[config.mk]
export PLATFORM = sky130hd
export DESIGN_NAME = fifo_uart_tx
export DESIGN_NICKNAME = d
export VERILOG_FILES = /design/src/rtl/uart_pkg.sv /design/src/rtl/uart_baud_gen.sv /design/src/rtl/fifo_uart_tx.sv
export SDC_FILE = /design/constraint.sdc
export NUM_CORES = 1
export LEC_CHECK = 0
export BUFFER_PORTS_ARGS = -buffer_cell sky130_fd_sc_hd__buf_4
export CAP_MARGIN = 20
export CORE_ASPECT_RATIO = 0.7
export CORE_UTILIZATION = 40
export CTS_CLUSTER_DIAMETER = 150
export DETAILED_ROUTE_END_ITERATION = 10
export GPL_TIMING_DRIVEN = 0
export PLACE_DENSITY = 0.67
export SETUP_SLACK_MARGIN = 0.15
export SYNTH_ARGS = -nofsm -noshare
export SYNTH_HDL_FRONTEND = slang
export SYNTH_HIERARCHICAL = 1
export SYNTH_SLANG_ARGS = --single-unit
[constraint.sdc]
create_clock -name clk -period 6.6 [get_ports clk]
set_input_delay 0 -clock clk [delete_from_list [all_inputs] [get_ports clk]]
set_output_delay 0 -clock clk [all_outputs]
set_load 0.05 [all_outputs]
[src/rtl/uart_pkg.sv]
// Shared UART definitions: FSM state encoding, parity codes and a constant clog2.
// Used by the transmitter and the baud generator (and the future receive stage).
package uart_pkg;

    typedef enum logic [2:0] {
        ST_IDLE,
        ST_START,
        ST_DATA,
        ST_PARITY,
        ST_STOP
    } uart_state_e;

    localparam int PAR_NONE = 0;
    localparam int PAR_EVEN = 1;
    localparam int PAR_ODD  = 2;

    function automatic int clog2(input int value);
        int r;
        r = 0;
        while ((1 << r) < value) begin
            r = r + 1;
        end
        return r;
    endfunction

endpackage

[src/rtl/uart_baud_gen.sv]
// Bit-period timer: counts 0..CLKS_PER_BIT-1 and pulses bit_tick on the wrap.
// restart holds the count at zero so the next period starts cleanly.
module uart_baud_gen
    import uart_pkg::*;
#(
    parameter int CLKS_PER_BIT = 16
) (
    input  logic clk,
    input  logic rst_n,
    input  logic restart,
    output logic bit_tick
);

    localparam int CNT_W = (clog2(CLKS_PER_BIT) < 1) ? 1 : clog2(CLKS_PER_BIT);
    localparam logic [CNT_W-1:0] CNT_LAST = CNT_W'(CLKS_PER_BIT - 1);

    logic [CNT_W-1:0] cnt_q;
    logic [CNT_W-1:0] cnt_d;
    logic             wrap;

    assign wrap     = (cnt_q == CNT_LAST);
    assign bit_tick = wrap && !restart;

    always_comb begin
        cnt_d = cnt_q + 1'b1;
        if (restart || wrap) begin
            cnt_d = '0;
        end
    end

    always_ff @(posedge clk or negedge rst_n) begin
        if (!rst_n) begin
            cnt_q <= '0;
        end else begin
            cnt_q <= cnt_d;
        end
    end

endmodule

[src/rtl/fifo_uart_tx.sv]
// UART transmitter draining a first-word-fall-through FIFO: start, data LSB first,
// optional parity, stop bit(s). tx and busy are registered and change together.
module fifo_uart_tx
    import uart_pkg::*;
#(
    parameter int CLKS_PER_BIT = 16,
    parameter int DATA_BITS    = 8,
    parameter int PARITY       = 0,
    parameter int STOP_BITS    = 1
) (
    input  logic       clk,
    input  logic       rst_n,
    input  logic       en,
    input  logic       fifo_empty,
    input  logic [7:0] fifo_data,
    output logic       fifo_rd,
    output logic       tx,
    output logic       busy
);

    localparam int BIT_W = (clog2(DATA_BITS) < 1) ? 1 : clog2(DATA_BITS);
    localparam logic [BIT_W-1:0] LAST_BIT = BIT_W'(DATA_BITS - 1);

    uart_state_e          state_q, state_d;
    logic [DATA_BITS-1:0] shift_q, shift_d;
    logic [BIT_W-1:0]     bit_cnt_q, bit_cnt_d;
    logic                 stop_cnt_q, stop_cnt_d;
    logic                 par_q, par_d;
    logic                 tx_q, tx_d;
    logic                 busy_q, busy_d;

    logic pop;
    logic bit_tick;
    logic last_stop;

    // The counter is parked at zero throughout IDLE, so START always gets a full bit.
    uart_baud_gen #(
        .CLKS_PER_BIT(CLKS_PER_BIT)
    ) u_baud (
        .clk      (clk),
        .rst_n    (rst_n),
        .restart  (state_q == ST_IDLE),
        .bit_tick (bit_tick)
    );

    assign pop       = (state_q == ST_IDLE) && en && !fifo_empty;
    assign last_stop = (STOP_BITS == 1) || stop_cnt_q;

    assign fifo_rd = pop;
    assign tx      = tx_q;
    assign busy    = busy_q;

    always_comb begin
        state_d    = state_q;
        shift_d    = shift_q;
        bit_cnt_d  = bit_cnt_q;
        stop_cnt_d = stop_cnt_q;
        par_d      = par_q;
        tx_d       = tx_q;
        busy_d     = busy_q;

        case (state_q)
            ST_IDLE: begin
                tx_d   = 1'b1;
                busy_d = 1'b0;
                if (pop) begin
                    shift_d    = fifo_data[DATA_BITS-1:0];
                    par_d      = (^fifo_data[DATA_BITS-1:0]) ^ (PARITY == PAR_ODD);
                    bit_cnt_d  = '0;
                    stop_cnt_d = 1'b0;
                    tx_d       = 1'b0;
                    busy_d     = 1'b1;
                    state_d    = ST_START;
                end
            end

            ST_START: begin
                if (bit_tick) begin
                    tx_d    = shift_q[0];
                    state_d = ST_DATA;
                end
            end

            ST_DATA: begin
                if (bit_tick) begin
                    if (bit_cnt_q == LAST_BIT) begin
                        if (PARITY != PAR_NONE) begin
                            tx_d    = par_q;
                            state_d = ST_PARITY;
                        end else begin
                            tx_d    = 1'b1;
                            state_d = ST_STOP;
                        end
                    end else begin
                        bit_cnt_d = bit_cnt_q + 1'b1;
                        shift_d   = {1'b0, shift_q[DATA_BITS-1:1]};
                        tx_d      = shift_q[1];
                    end
                end
            end

            ST_PARITY: begin
                if (bit_tick) begin
                    tx_d    = 1'b1;
                    state_d = ST_STOP;
                end
            end

            ST_STOP: begin
                if (bit_tick) begin
                    if (last_stop) begin
                        busy_d  = 1'b0;
                        state_d = ST_IDLE;
                    end else begin
                        stop_cnt_d = 1'b1;
                    end
                end
            end

            default: begin
                tx_d    = 1'b1;
                busy_d  = 1'b0;
                state_d = ST_IDLE;
            end
        endcase
    end

    always_ff @(posedge clk or negedge rst_n) begin
        if (!rst_n) begin
            state_q    <= ST_IDLE;
            shift_q    <= '0;
            bit_cnt_q  <= '0;
            stop_cnt_q <= 1'b0;
            par_q      <= 1'b0;
            tx_q       <= 1'b1;
            busy_q     <= 1'b0;
        end else begin
            state_q    <= state_d;
            shift_q    <= shift_d;
            bit_cnt_q  <= bit_cnt_d;
            stop_cnt_q <= stop_cnt_d;
            par_q      <= par_d;
            tx_q       <= tx_d;
            busy_q     <= busy_d;
        end
    end

endmodule

Word level (Yosys, flattened, before mapping)

Cells that the tools add are included.

Input port bits: 12
Bits in registers: 20
Word-level logic and storage cells: 61

Add/subtract/negate cells: 2
Bitwise gates (word level): 2
Reduce and logical (&&, ||, !) cells: 13
Mux-type cells: 25
Equality and inequality tests: 13

Operators with widths:

| cell                | count |
|---|---|
| $mux 3              | 9 |
| $mux 8              | 3 |
| $pmux 8 s2          | 1 |
| $pmux 3 s5          | 1 |
| $ne 2x2->1 const B  | 7 |
| $reduce_and 4->1    | 2 |
| $mux 1              | 7 |
| $eq 3x2->1 const B  | 2 |
| $eq 3x3->1 const B  | 2 |
| $pmux 3 s2          | 1 |
| $reduce_and 6->1    | 1 |
| $pmux 1 s5          | 1 |
| $add 4x1->4 const B | 1 |
| $eq 4x4->1 const B  | 1 |
| $mux 4              | 1 |
| $add 3x1->3 const B | 1 |
| $eq 3x1->1 const B  | 1 |
| $logic_and 1x1->1   | 3 |
| $logic_not 3->1     | 1 |
| $pmux 1 s3          | 1 |
| $reduce_or 3->1     | 1 |
| $logic_not 1->1     | 2 |
| $not 1->1           | 2 |
| $reduce_and 2->1    | 1 |
| 2 further kinds     | 2 |

Longest topological paths before layout

Gate-level depths: netlist of run 1.

Depth after elaboration: 5
Gate-level depth with buffers: 8
Mapped depth without buffers: 6

Hierarchy

The synthesis of run 1 kept the hierarchy.

Modules (own cells, without submodules):

| module        | area each (sq um) | instances | cells each | seq. area each (sq um) |
|---|---|---|---|---|
| fifo_uart_tx  | 843.3             | 1         | 74         | 401.6 |
| uart_baud_gen | 175.2             | 1         | 15         | 100.1 |

Worst setup path before layout of run 1

OpenSTA, ideal clock, no wires.

Path kind: flip-flop to flip-flop
Start point: register state_q[1]
End point: register bit_cnt_q[0]
Required time: 6.475 ns
Slack: 4.476 ns
Library setup time: 0.125 ns
Arrival time: 1.999 ns
Cell stages (with the launch flop): 9
Buffers on the path: 3
Period minus slack after synthesis: 2.124 ns
Cells stage by stage: dfrtp_1 > buf_2 > clkbuf_1 > nor3_1 > nor2_1 > nand3b_1 > a211oi_2 > buf_6 > mux2_2

Word-level cells in the longest chain between the ends: 5
Elaborated cells between the ends (all ways): 12

Ends and longest elaborated chain:

| element                    | RTL line            | RTL |
|---|---|---|
| from (decl)                | fifo_uart_tx.sv:24  | `uart_state_e state_q, state_d;` |
| from (signal assigned)     | fifo_uart_tx.sv:138 | `state_q <= state_d;` |
| $logic_not 3->1            | n/a                 |  |
| $logic_not 1->1            | uart_baud_gen.sv:22 | `assign bit_tick = wrap && !restart;` |
| $logic_and 1x1->1          | uart_baud_gen.sv:22 |  |
| net bit_tick               | fifo_uart_tx.sv:33  | `logic bit_tick;` |
| $ne 2x2->1 (no line)       | n/a                 |  |
| $reduce_and 4->1 (no line) | n/a                 |  |
| to (signal assigned)       | fifo_uart_tx.sv:140 | `bit_cnt_q <= bit_cnt_d;` |
| to (decl)                  | fifo_uart_tx.sv:26  | `logic [BIT_W-1:0] bit_cnt_q, bit_cnt_d;` |

The timed path passes the listed nets, and every way through them passes these cells.
A chain may end at the register's enable or synchronous reset.

Worst setup path in the final report of run 1

Start point: register state_q[1]
End point: register shift_q[5]

Word-level cells in the longest chain between the ends: 5
Elaborated cells between the ends (all ways): 12

Ends and longest elaborated chain:

| element                    | RTL line            | RTL |
|---|---|---|
| $logic_not 3->1            | n/a                 |  |
| $logic_not 1->1            | uart_baud_gen.sv:22 |  |
| $logic_and 1x1->1          | uart_baud_gen.sv:22 |  |
| net bit_tick               | fifo_uart_tx.sv:33  |  |
| $ne 2x2->1 (no line)       | n/a                 |  |
| $reduce_and 4->1 (no line) | n/a                 |  |
| to (signal assigned)       | fifo_uart_tx.sv:139 | `shift_q <= shift_d;` |
| to (decl)                  | fifo_uart_tx.sv:25  | `logic [DATA_BITS-1:0] shift_q, shift_d;` |

The timed path passes the listed nets, and every way through them passes these cells.

==> flow_metrics.tcl, run 1 <==
set metrics [dict create \
    globalplace.congestion 0.758 \
    placed_cells 135 \
    yosys-top-cells-area "dfrtp_1, mux2_2, ha_1" \
    grt_first_pass_wirelength_mm 3.15 \
    leakage_nw 0.519 \
    cp_max_fo 10 \
    ios 15 \
    r2r_slack_ns 4.14 \
    syn-num-nets 104 \
    postRouteAntennaNets 0 \
    drc 0 \
    synth_cell_type_count 30 \
    synth_top_area_frac 0.467 \
    postPlaceCellArea_sq_um 1160 \
    r2r-end "shift_q[5]$_DFFE_PN0P_" \
    grt_max_degree 21 \
    cts_root_buf "clkbuf_4" \
    nNetsFinal 124 \
    ys_warn_count 6 \
    ys_ff_latch 20 \
    layout-drive-gt1-share 0.361 \
    area_growth_pct 18.8 \
    synth-edff-count 0 \
    grt_use_total 0.152 \
    crit_chain "buf_2, clkbuf_1, nor3_1, nor2_1, nand3b_1, a211oi_2, buf_6, mux2_2" \
    timing.setup.tns_ns 0 \
    finalWorstSetupSlack_ns 4.14 \
    synth_commonest_cells "dfrtp_1, mux2_2, a21oi_1, inv_1, nor2_1" \
    post_cts_resize_count 0 \
    synth-async-reset-ratio 1.00 \
    core_area_sq_um 2280 \
    period_share 0.372 \
    port_buffers 14 \
    post_drt_wl_per_cell_um 12.9 \
    hold_viol_final 0 \
    insertedDiodeCount 0 \
    clock_path_buffers 2 \
    arrival_ns 2.65 \
    tritoncts "yes" \
    die_height_um 44.2 \
    finClkSkew_ns 0.00142 \
    dr.pass1.iters 4 \
    drt-initial-drc-count 9 \
    relSlewSlack 0.614 \
    period_minus_slack_ns 2.46 \
    rsz0062_at_grt "no" \
    routed_wl_mm 1.80 \
    yosys.area.top_type "dfrtp_1" \
    dp_hpwl_mm 1.35 \
    final_cells 140 \
    cap_violations 0 \
    clock.fmax_ghz 0.407 \
    cellPowerDensity_nw_per_um2 409 \
    hp-class "input pin to register" \
    synth_area_per_cell_sq_um 11.4 \
    crit_path_max_incr_delay_ns 0.37 \
    r2r_start "state_q[1]$_DFFE_PN0P_" \
    worst_slew_pin_slew_ns 0.575 \
    clock_latency_ns 0.29 \
    grt_overflow_total 0 \
    endpoint_kind "register" \
    vias 699 \
    start_util 0.447 \
    clk_pin_slew_ns 0.11 \
    reg2reg_depth 8 \
    htree_levels 1 \
    syn_inst 89 \
    ys.flop_type "dfrtp_1" \
    cts_made_buffers 3 \
    synth_seq_area_share 0.493 \
    cp.required_ns 6.79 \
    status "completed" \
    finalMaxSlewViolations 0 \
    dieWidth_um 62.3 \
    cts_setup_buffers 0 \
    slowest_stage "dfrtp_1" \
    startpoint_type "register" \
    critPathCapture "shift_q[5]$_DFFE_PN0P_" \
    setup_viol 0 \
    die_area_sq_um 2760 \
    synth_most_common_cell "dfrtp_1" \
    vias_per_cell 4.99 \
    finish.instance_area_sq_um 1210 \
    dpl_worst_slack_ns 4.17 \
    min_path_cells 4 \
    power.total_w 0.000495 \
    peakVddDrop_mv 0.177 \
    path_class "register to register" \
    grt_pass1_vias 661 \
    crit_path_start "state_q[1]$_DFFE_PN0P_" \
    antenna_found_initial 0 \
    synth_area_sq_um 1020 \
    cts_sinks 20 \
    rows 14 \
]
## routing by layer
metal	GRT usage	vias to the layer above	wire, um
met3	0.0567	0	69
met4	0.0140	0	0
met1	0.209	333	962
met2	0.242	8	771
met5	0	-	0
li1	-	358	-
## kinds of logic after synthesis
group,share of synthesized area
AO/OA/AOI/OAI,0.0983
XOR/XNOR,0.00860
adder cells (fa/ha/maj),0.0369
buffers and inverters,0.0418
flip-flops,0.493
multiplexers,0.197
AND/OR/NAND/NOR,0.125
## flip-flops by register name (all words and copies together), names as in the netlist
name and flops:
tx 1, busy 1, bit_cnt_q 3, shift_q 8, state_q 3, u_baud/cnt_q 4
## layout make-up
class | count | area (sq um)
multi-input cells | 60 | 474
plain buffers | 5 | 27.5
fillers | 219 | 1070
inverters | 4 | 15.0
well taps | 32 | 40.0
repair buffers | 15 | 115
clock buffers | 4 | 36.3
flip-flops and latches | 20 | 502
## how the worst min path moves through the flow
stage	start	to	slack [ns]
after floorplan	rst_n	bit_cnt_q[0]$_DFFE_PN0P_	-0.30
after global placement	rst_n	shift_q[7]$_DFFE_PN0P_	-0.11
after detailed placement	rst_n	shift_q[6]$_DFFE_PN0P_	-0.11
after CTS	fifo_empty	state_q[0]$_DFFE_PN0P_	0.04
after global routing	fifo_empty	state_q[0]$_DFFE_PN0P_	0.05
final	fifo_empty	state_q[0]$_DFFE_PN0P_	0.05
## power by group
group	leakage [nW]	switching [W]	internal [W]
clock	0.0210	0.0000352	0.0000336
combinational	0.253	0.000107	0.000101
sequential	0.244	0.0000376	0.000181
## timing repair
| action | CTS | global route |
|---|---|---|
| endpoints found under the setup margin | 0 | 0 |
| hold buffers | 1 | 0 |
| endpoints found under the hold margin | 20 | 0 |
## worst max-delay path: cells and delay by family (launching register included)
| kind | cells | cell delay (ns) |
|---|---|---|
| buffers and inverters | 3 | 0.79 |
| AND/OR/NAND/NOR | 3 | 0.55 |
| multiplexers | 1 | 0.35 |
| flip-flops | 1 | 0.37 |
| AO/OA/AOI/OAI | 1 | 0.29 |
## cell usage in the layout (no fill, tap or decap)
master	n
dfrtp_1	19
mux2_2	16
buf_4	14
a21oi_1	4
inv_1	4
nor2_1	4
clkbuf_1	3
nor3_1	3
o21ai_0	3
nand2_1	3
nor2b_1	3
ha_1	3
clkbuf_4	3
nand2b_1	2
nand3b_1	2
nand3_1	2
mux2i_1	2
a31oi_1	2
buf_2	1
or2_2	1
or3b_1	1
a211oi_2	1
buf_6	1
nor4b_1	1
o22ai_1	1
a32oi_1	1
o311ai_0	1
clkbuf_8	1
dlygate4sd3_1	1
dfstp_2	1
and2_1	1
xnor2_1	1
a21o_1	1
a311oi_1	1
## stage by stage
step                      hold slack [ns]   util
final                              0.0529  0.531
after global routing               0.0470  0.531
after CTS                          0.0378  0.531
after detailed placement           -0.107  0.511
after global placement             -0.110  0.511
after floorplan                    -0.296      -
Note: power is estimated with default switching activity, not from simulation.
==> run 2, diff against run 1 <==
Clock period 6.6 ns to 2.4 ns, I/O delays scaled along.
==> run 2 against run 1 <==
Net effect:
- clock power increased to 2.8 times the previous value
- via count increased by 3.9%
- power increased to 2.8 times the previous value
- first-iteration DRC count increased to 2.6 times the previous value
- critical path type unchanged
- largest cell class unchanged
==> flow_metrics.tcl, run 2 (synthesis results as in run 1) <==
set metrics [dict create \
    period_minus_slack_ns 2.06 \
    largest_register_ffs 8 \
    reg_top3 "shift_q (8), u_baud/cnt_q (4)" \
    drt-initial-drc-count 23 \
    die_area_sq_um 2760 \
    path_class "register to register" \
    rsz0062_at_grt "no" \
    vias_per_cell 5.15 \
    finalMaxSlewViolations 0 \
    cts_root_buf "clkbuf_4" \
    dieWidth_um 62.3 \
    hold_viol_final 0 \
    dp_hpwl_mm 1.35 \
    finClkSkew_ns 0.00351 \
    post_drt_wl_per_cell_um 12.9 \
    clock.fmax_ghz 0.484 \
    cp.required_ns 2.59 \
    die_height_um 44.2 \
    clock_latency_ns 0.29 \
    hp-class "input pin to register" \
    dr.pass1.iters 4 \
    cp_common_cell "clkbuf_4" \
    grt_use_total 0.153 \
    tritoncts "yes" \
    setup_viol 0 \
    clock_path_buffers 2 \
    period_share 0.860 \
    layout-drive-gt1-share 0.385 \
    leakage_nw 0.530 \
    vias 726 \
    cap_violations 0 \
    worst_slew_pin_slew_ns 0.443 \
    area_growth_pct 20.6 \
    cts_sinks 20 \
    core_area_sq_um 2280 \
    grt_max_degree 21 \
    arrival_ns 2.26 \
    postRouteAntennaNets 0 \
    slowest_stage "dfrtp_1" \
    routed_wl_mm 1.82 \
    cellPowerDensity_nw_per_um2 1120 \
    final_cell_mix "dfrtp_1, mux2_2, buf_4" \
    cp_max_fo 10 \
    htree_levels 1 \
    endpoint_kind "register" \
    grt_overflow_total 0 \
    status "completed" \
    drc 0 \
    insertedDiodeCount 0 \
    timing.setup.tns_ns 0 \
    globalplace.congestion 0.758 \
    clk_pin_slew_ns 0.11 \
    antenna_found_initial 0 \
    relSlewSlack 0.705 \
    grt_pass1_vias 669 \
    cts_made_buffers 3 \
    final_common_cell "dfrtp_1" \
    start_util 0.447 \
    startpoint_type "register" \
    peakVddDrop_mv 0.517 \
    grt_first_pass_wirelength_mm 3.18 \
    rows 14 \
    top_register "shift_q" \
    nNetsFinal 125 \
    ios 15 \
    utilization 0.540 \
    power.total_w 0.00138 \
    crit_chain "clkbuf_4, clkbuf_4, nor3_2, nor2_1, nand3b_1, a211oi_2, buf_6, mux2_2" \
    crit_path_max_incr_delay_ns 0.37 \
    port_buffers 14 \
]
[run 2: cell types whose count changed in the layout (fill, tap and decap cells not counted)]
| cell | before | now |
|---|---|---|
| clkbuf_1 | 3 | 2 |
| buf_2 | 1 | 0 |
| nor3_1 | 3 | 2 |
| buf_4 | 14 | 15 |
| nor3_2 | 0 | 1 |
| clkbuf_4 | 3 | 5 |
[run 2: path summary, 6_finish.rpt]
path                                            from                        end  slack [ns]  cells after the start
hold reg to reg            u_baud/cnt_q[0]$_DFF_PN0_  u_baud/cnt_q[0]$_DFF_PN0_        0.49                      1
setup / recovery              state_q[1]$_DFFE_PN0P_     shift_q[4]$_DFFE_PN0P_        0.34                      8
hold / removal                            fifo_empty     state_q[0]$_DFFE_PN0P_        0.05                      4
setup reg to reg              state_q[1]$_DFFE_PN0P_     shift_q[4]$_DFFE_PN0P_        0.34                      8
min in group asynchronous                      rst_n     shift_q[5]$_DFFE_PN0P_        0.11                      2
max in group asynchronous                      rst_n             tx$_DFFE_PN1P_        2.02                      2
[run 2: final cells by class]
class | instances | area, sq um
plain buffers | 5 | 33.8
clock buffers | 4 | 36.3
fillers | 216 | 1050
well taps | 32 | 40.0
multi-input cells | 60 | 479
flip-flops and latches | 20 | 502
inverters | 4 | 15.0
repair buffers | 16 | 123
[run 2: per-layer routing]
layer / global-route usage / part of all wire / vias up
met5: 0 / 0 / -
met4: 0.0140 / 0.0055 / 0
met3: 0.0567 / 0.042 / 2
met2: 0.248 / 0.44 / 11
met1: 0.207 / 0.51 / 351
li1: - / - / 362
[run 2: repair_timing]
item / CTS / global route
hold buffers: 1 / 0
setup buffers: 1 / 0
endpoints found under the hold margin: 20 / 0
setup endpoints to repair: 10 / 8
gates resized for setup: 2 / 2
pin swaps: 1 / 1
[run 2: critical path, delay by kind of cell, from the launching register on]
kind	cells	cell delay (ns)
muxes	1	0.35
AOI/OAI and AO/OA	1	0.25
buffers and inverters	3	0.63
and+or+nand+nor	3	0.36
DFF	1	0.37
[run 2: power by group]
group	internal (W)	switching (W)
logic	0.000290	0.000298
registers	0.000497	0.000103
clock network	0.0000925	0.0000979
total	0.000879	0.000500
[run 2: per-stage QoR]
stage / instance area, sq um / hold WS [ns] / cells / setup slack, ns
floorplan: 1020 / -0.296 / 89 / 0.276
global placement: 1160 / -0.110 / 135 / -0.0318
detailed placement: 1160 / -0.107 / 135 / -0.0272
CTS: 1220 / 0.0378 / 141 / 0.230
global route: 1230 / 0.0475 / 141 / 0.154
finish: 1230 / 0.0528 / 141 / 0.336
==> run 3, diff against run 2 <==
Settings changed: PLACE_DENSITY 0.67 to not set, PLACE_DENSITY_LB_ADDON set to 0.2.
==> run 3 against run 2 <==
Net effect:
- utilization down 0.44 points
- via count down 0.96%
- register-to-register slack got worse by 0.05 ns
- sequential share of layout area is 0.34 points higher
- clock power is 13% lower
- first-iteration DRC count fell by 8.7%
==> flow_metrics.tcl, run 3 (synthesis results as in run 1) <==
set metrics [dict create \
    status "completed" \
    dr.pass1.iters 4 \
    final_cell_mix "dfrtp_1, mux2_2, buf_4" \
    dieWidth_um 62.3 \
    startpoint_type "register" \
    finClkSkew_ns 0.00811 \
    drt-initial-drc-count 21 \
    routed_wl_mm 1.79 \
    core_area_sq_um 2280 \
    tritoncts "yes" \
    finish.instance_area_sq_um 1220 \
    die_area_sq_um 2760 \
    hold_viol_final 0 \
    top_register "shift_q" \
    power_frac_seq 0.442 \
    p_switching_w 0.000492 \
    slowest_stage "dfrtp_1" \
    insertedDiodeCount 0 \
    dp_hpwl_mm 1.24 \
    grt_pass1_vias 727 \
    relSlewSlack 0.688 \
    seq_area_sq_um 502 \
    power.total_w 0.00134 \
    nNetsFinal 125 \
    clk_pin_slew_ns 0.11 \
    finalMaxSlewViolations 0 \
    setup_viol 0 \
    cellPowerDensity_nw_per_um2 1100 \
    postRouteAntennaNets 0 \
    utilization 0.535 \
    vias_per_cell 5.10 \
    period_share 0.880 \
    p_comb_frac 0.435 \
    port_buffers 14 \
    antenna_found_initial 0 \
    crit_chain "clkbuf_4, clkbuf_4, nor3_2, nor2_1, nand3b_1, a211oi_2, buf_6, mux2_2" \
    grt_overflow_total 0 \
    leakage_nw 0.524 \
    arrival_ns 2.31 \
    rows 14 \
    p_clk_frac 0.123 \
    drc 0 \
    cp.required_ns 2.59 \
    layout-drive-gt1-share 0.376 \
    grt_use_total 0.157 \
    fillers 213 \
    rsz0062_at_grt "no" \
    endpoint_kind "register" \
    finalWorstSetupSlack_ns 0.287 \
    die_height_um 44.2 \
    globalplace.congestion 0.734 \
    start_util 0.447 \
    cts_made_buffers 3 \
    p_int_w 0.000850 \
    cts_sinks 20 \
    clock_latency_ns 0.30 \
    hp-class "input pin to register" \
    post_drt_wl_per_cell_um 12.7 \
    area_growth_pct 19.7 \
    crit_buf_inv 3 \
    cp_top_family "buffers and inverters" \
    worst_slew_pin_slew_ns 0.468 \
    clock.fmax_ghz 0.473 \
    htree_levels 1 \
    peakVddDrop_mv 0.478 \
    multiInputGateArea_sq_um 479 \
    postPlaceCellArea_sq_um 1160 \
    cap_violations 0 \
    cp_common_cell "clkbuf_4" \
    grt_first_pass_wirelength_mm 3.24 \
    largest_register_ffs 8 \
    crit_path_max_incr_delay_ns 0.38 \
    dpl_worst_slack_ns -0.0844 \
    final_common_cell "dfrtp_1" \
    path_class "register to register" \
    cp_max_fo 10 \
    clock_path_buffers 2 \
    grt_max_degree 21 \
    reg_top3 "shift_q (8), u_baud/cnt_q (4)" \
    period_minus_slack_ns 2.11 \
    swShare 0.367 \
    cts_root_buf "clkbuf_4" \
    vias 719 \
    ios 15 \
]
==> run 3: worst paths after layout <==
kind / from / end / slack, ns / depth (start not counted)
setup / recovery: state_q[1]$_DFFE_PN0P_ / shift_q[3]$_DFFE_PN0P_ / 0.29 / 8
hold / removal: fifo_empty / state_q[0]$_DFFE_PN0P_ / 0.02 / 4
setup reg to reg: state_q[1]$_DFFE_PN0P_ / shift_q[3]$_DFFE_PN0P_ / 0.29 / 8
hold reg to reg: u_baud/cnt_q[0]$_DFF_PN0_ / u_baud/cnt_q[0]$_DFF_PN0_ / 0.49 / 1
max in group asynchronous: rst_n / tx$_DFFE_PN1P_ / 2.05 / 2
min in group asynchronous: rst_n / shift_q[7]$_DFFE_PN0P_ / 0.09 / 2
==> run 3: stage by stage <==
| stage | TNS [ns] | hold slack [ns] | instances |
|---|---|---|---|
| finish | 0 | 0.0171 | 141 |
| global route | 0 | 0.0260 | 141 |
| CTS | 0 | 0.00141 | 141 |
| detailed placement | -0.643 | -0.104 | 135 |
| global placement | -0.433 | -0.109 | 135 |
| floorplan | 0 | -0.296 | 89 |
==> run 3: cell type report <==
class,instances,area share
well taps,32,0.0329
plain buffers,5,0.0277
inverters,4,0.0123
clock buffers,4,0.0216
flip-flops and latches,20,0.412
multi-input cells,60,0.393
repair buffers,16,0.101
==> run 3: layer usage <==
layer  GRT usage  vias to the layer above  part of all wire
li1            -                      362                 -
met4      0.0698                        0             0.010
met1       0.198                      344              0.51
met2       0.257                        9              0.45
met5           0                        -                 0
met3      0.0464                        4             0.031
==> run 3: power by group through the flow <==
stage | registers [W] | logic, W | clock network [W]
after global placement | 0.000593 | 0.000556 | 0
after CTS | 0.000593 | 0.000576 | 0.000176
after global routing | 0.000614 | 0.000661 | 0.000189
after floorplan | 0.000635 | 0.000394 | 0
after detailed placement | 0.000599 | 0.000568 | 0
final | 0.000593 | 0.000584 | 0.000165
==> run 3: repair_timing <==
item,CTS,global route
setup buffers,1,0
gates cloned,0,0
hold buffers,1,0
resized for setup,1,4
endpoints found under the hold margin,20,0
pin swaps,1,1
endpoints found under the setup margin,11,10
==> run 3: worst min-delay path: cells and delay by family <==
kind                   cells  cell delay [ns]
buffers and inverters      1             0.09
and+or+nand+nor            2             0.10
AOI/OAI and AO/OA          1             0.11
